## src/rtl/max_pooling.sv

```systemverilog
// max_pooling: 2x2/stride-2 signed max-pool with argmax history, raster in and raster out
module max_pooling #(
   parameter int size = 8
) (
   input  logic               i_clk,
   input  logic               i_reset,
   input  logic               i_pool_start,
   input  logic               i_in_valid,
   input  logic signed [15:0] i_in_value,
   output logic               o_in_ready,
   output logic signed [15:0] o_pooled_value,
   output logic [2:0]         o_history_value,
   output logic               o_out_valid,
   output logic               o_pool_end
);
   localparam int CW = $clog2(2 * size);
   localparam int HW = (size > 1) ? $clog2(size) : 1;
   localparam logic [CW-1:0] LAST = CW'(2 * size - 1);
   typedef enum logic [1:0] {IDLE, RUN, DONE} state_t;
   state_t             r_state, w_next;
   logic [CW-1:0]      r_row, r_col;
   logic signed [15:0] r_lat, r_pooled;
   logic [2:0]         r_hist;
   logic               r_out_valid, r_pool_end;
   logic [18:0]        r_rowbuf [size];
   logic               w_acc, w_last, w_new_win, w_bot_win;
   logic signed [15:0] w_max, w_rb_val;
   logic [1:0]         w_idx;
   logic [HW-1:0]      w_half;
   logic [18:0]        w_rb;
   assign w_acc     = (r_state == RUN) && i_pool_start && i_in_valid;
   assign w_last    = w_acc && (r_row == LAST) && (r_col == LAST);
   assign w_half    = HW'(r_col >> 1);
   assign w_rb      = r_rowbuf[w_half];
   assign w_rb_val  = w_rb[15:0];
   // the later pixel of a pair wins only when strictly greater, so ties keep the lower index
   assign w_new_win = i_in_value > r_lat;
   assign w_max     = w_new_win ? i_in_value : r_lat;
   assign w_idx     = {r_row[0], w_new_win};
   assign w_bot_win = w_max > w_rb_val;
   assign o_in_ready      = (r_state == RUN);
   assign o_pooled_value  = r_pooled;
   assign o_history_value = r_hist;
   assign o_out_valid     = r_out_valid;
   assign o_pool_end      = r_pool_end;
   // state register
   always_ff @(posedge i_clk) begin
      if (i_reset) r_state <= IDLE;
      else         r_state <= w_next;
   end
   // next state: dropping pool_start returns to IDLE from RUN (abort) or DONE
   always_comb begin
      w_next = r_state;
      w_next = (r_state == IDLE) ? (i_pool_start ? RUN : IDLE) :
               !i_pool_start     ? IDLE :
               w_last            ? DONE : r_state;
   end
   // row/col position of the next accepted pixel, held at zero outside an active frame
   always_ff @(posedge i_clk) begin
      if (i_reset || r_state != RUN || !i_pool_start) begin
         r_row <= '0;
         r_col <= '0;
      end else if (i_in_valid) begin
         r_col <= (r_col == LAST) ? '0 : r_col + 1'b1;
         if (r_col == LAST) r_row <= (r_row == LAST) ? '0 : r_row + 1'b1;
      end
   end
   // window datapath: latch left pixel, fold top pair into rowbuf, merge bottom pair on BR
   always_ff @(posedge i_clk) begin
      if (i_reset) begin
         r_lat       <= '0;
         r_pooled    <= '0;
         r_hist      <= '0;
         r_out_valid <= 1'b0;
         r_pool_end  <= 1'b0;
         for (int k = 0; k < size; k++) r_rowbuf[k] <= '0;
      end else begin
         r_out_valid <= w_acc && r_row[0] && r_col[0];
         r_pool_end  <= (w_next == DONE);
         if (w_acc) begin
            if (!r_col[0]) r_lat <= i_in_value;
            else if (!r_row[0]) r_rowbuf[w_half] <= {1'b0, w_idx, w_max};
            else begin
               r_pooled <= w_bot_win ? w_max : w_rb_val;
               r_hist   <= w_bot_win ? {1'b0, w_idx} : w_rb[18:16];
            end
         end
      end
   end
endmodule

```

## config.mk

```make
export PLATFORM = sky130hd
export DESIGN_NAME = max_pooling
export DESIGN_NICKNAME = d
export VERILOG_FILES = /design/src/rtl/max_pooling.sv
export SDC_FILE = /design/constraint.sdc
export NUM_CORES = 1
export LEC_CHECK = 0
export ABC_CLOCK_PERIOD_IN_PS = 6400
export CAP_MARGIN = 20
export CORE_ASPECT_RATIO = 1.75
export CORE_UTILIZATION = 45
export CTS_CLUSTER_DIAMETER = 60
export CTS_CLUSTER_SIZE = 25
export DETAILED_ROUTE_END_ITERATION = 16
export PLACE_DENSITY = 0.58
export SLEW_MARGIN = 20
export SYNTH_ARGS = -nofsm -noshare
export SYNTH_HDL_FRONTEND = slang
export SYNTH_SLANG_ARGS = --single-unit
export TNS_END_PERCENT = 5
```

## constraint.sdc

```tcl
create_clock -name i_clk -period 6.4 [get_ports i_clk]
set_input_delay 1.28 -clock i_clk [delete_from_list [all_inputs] [get_ports i_clk]]
set_output_delay 1.28 -clock i_clk [all_outputs]
set_load 0.01 [all_outputs]
```

==> metrics <==
worst setup margin=0.420 ns; Hold WS=0.474 ns; Vias=5865; most frequent cells in the layout=149 x nor2_1, 144 x edfxtp_1, 70 x nand2_1; initial antenna violation count=0; DIE WIDTH=108 um; Mapped Area=8930 sq um; Max Cap Viol=0; fmax=0.167 GHz; WP data required=6.74 ns; CP cell instances=clkdlybuf4s50_1, ha_1, nand4_1, or4_4, a21o_1, and4_4, nor3_4, buf_12, mux2i_4, inv_1, ha_1, inv_1, a211oi_1, nor4b_1, or4_1, nand2_1, nand2_1, o221ai_1; crit path DAT=6.33 ns; crit share post-route=0.934; antenna fix cells=0; Distinct cells, synth=45; Final nets=838; row cnt=67; Hold Startpoint=r_lat[4]; Residual DRC=0; Routability Congestion=0.866; sequential area share after synthesis=0.594; fin area=10400 sq um; Total Power=2.64 mW; GR peak layer=met2; worst-margin pin slew=1.02 ns; post-CTS sizing=0; setup TNS=0 ns; Seq cells post-synth=193; critical path fanouts, max=18; initial core utilization=0.463; first-pass GRT wire length=35200 um; Post-synth EDFFs=144; commonest non-fill, non-tap cell in the layout=nor2_1; area growth from synthesis to layout=16.2%; CP max-delay cell=or4_1; skew final=0.0105 ns; RSZ-0062 raised after global routing=no; Hold Vio Cnt, Final=0; total CTS buffers=17; met3 usage=0.0322; VDD IR max=175 uV; Util after Layout=0.538; crit end category=flip-flop; Layout Cells excl Fill=1038; Clk Tree Root Cell=clkbuf_16; status=complete, no violations; Avg Cell Area, Syn=12.5 sq um; vias in the first global route=6188; Clock Latency Late Sink=0.44 ns; CP Launch Point=i_in_value[15]; startpoint types=input pin; I/O pins=42; M1 GR Usage=0.277; DP Area=9820 sq um; critical path class=input pin to flip-flop; Yosys top cell area share=0.484; clk buf depth=2; Worst slew margin=0.317; pre-CTS setup slack=0.00550 ns; routed len/inst=22.1 um; Cells after Synth=712; pin count of the biggest net entering global routing=37; CTS tree=done; H-tree depth=4; Power per Cell Area=255 nW/um^2; initial drt markers=487; GR Util All Layers=0.242; GRT met2 Usage=0.439; Placed Cells=1006; hold_buf cts=0; die footprint=20400 sq um; layout cells sized above 1=0.151; post-CTS setup repair buffer count=0; port bufs=40; predominant post-synthesis flop cell=edfxtp_1; largest area contributor in the netlist=edfxtp_1; Tmin final=5.98 ns; worst hold path class=flip-flop to flip-flop; clk sinks=193; # setup viols final=0; number of routed nets with antenna violations=0; asr flop ratio synth=0; vias per inst=5.65; RR Startpoint=r_lat[15]; P_leak=3.74 nW; Clock Pin Slew Worst Setup and Hold Paths=0.07 ns; max-slew violations=0; slowest stage delay, CP=0.56 ns; top cells by area, synth=edfxtp_1 48%, dfxtp_1 11%, mux4_2 9.1%; Initial DRT Pass Iterations=4; HPWL Detailed=14900 um; Ys Warns=0; WL final=22900 um; global route overflow=0; die span in y=188 um; core area=19300 sq um
## where the power goes
| part | internal [mW] | leakage (nW) | total (mW) | switching (mW) |
|---|---|---|---|---|
| clock | 0.543 | 0.273 | 1.03 | 0.491 |
| combinational | 0.0868 | 1.61 | 0.219 | 0.132 |
| sequential | 1.38 | 1.86 | 1.39 | 0.0116 |
## final cells by class
| class | count | area [sq um] |
|---|---|---|
| clock inverter | 14 | 133 |
| timing repair buffer | 78 | 698 |
| sequential | 193 | 5310 |
| inverter | 37 | 139 |
| multi-input combinational | 457 | 3370 |
| tap | 241 | 302 |
| fill | 1699 | 8900 |
| clock buffer | 18 | 429 |
## final timing paths
| path | end | slack, ns | cells past startpoint |
|---|---|---|---|
| setup / recovery | o_pooled_value[0] | 0.42 | 18 |
| hold / removal | r_lat[4] | 0.47 | 2 |
| setup reg to reg | o_pooled_value[0] | 1.33 | 18 |
| hold reg to reg | r_lat[4] | 0.47 | 2 |
## kinds of logic (layout without fill, tap and decap cells)
group,Yosys count,after routing,synth area share
multiplexers,72,72,0.143
other,1,9,0.000420
buffers and inverters,70,147,0.0329
adder cells (fa/ha/maj),34,34,0.0476
XOR/XNOR,3,3,0.00294
AO/OA/AOI/OAI,67,67,0.0493
flip-flops,193,193,0.594
AND/OR/NAND/NOR,272,272,0.130
## synthesized netlist by cell type (4+ instances only)
| cell | n |
|---|---|
| nor3_1 | 7 |
| nand4_1 | 9 |
| edfxtp_1 | 144 |
| nand3_1 | 6 |
| mux2i_4 | 8 |
| nor2b_1 | 6 |
| nand2b_1 | 9 |
| inv_1 | 37 |
| clkbuf_1 | 26 |
| o21ai_0 | 4 |
| ha_1 | 34 |
| nor2_1 | 149 |
| mux2i_1 | 26 |
| nand2_1 | 70 |
| o221ai_1 | 17 |
| dfxtp_1 | 49 |
| mux4_2 | 36 |
| a21oi_1 | 29 |
## sequential cells by signal (all words and copies together), names as in the netlist, named ones only
name             flops
o_history_value      2
o_out_valid          1
o_pool_end           1
o_pooled_value      16
r_col                4
r_lat               16
r_row                4
r_rowbuf           144
r_state              2
## critical path: cells and delay by family
family,cells,cell delay (ns)
compound gates,3,0.78
simple gates,8,2.22
buf+inv,4,0.86
fa+ha+maj,2,0.69
mux,1,0.49
## per-layer routing
metal  up-vias  routed length, um
li1       2722                  -
met1      2893               8510
met2       204              12600
met3        46               1050
met4         0                802
met5         -                  0
Note: power is estimated with default switching activity, not from simulation.
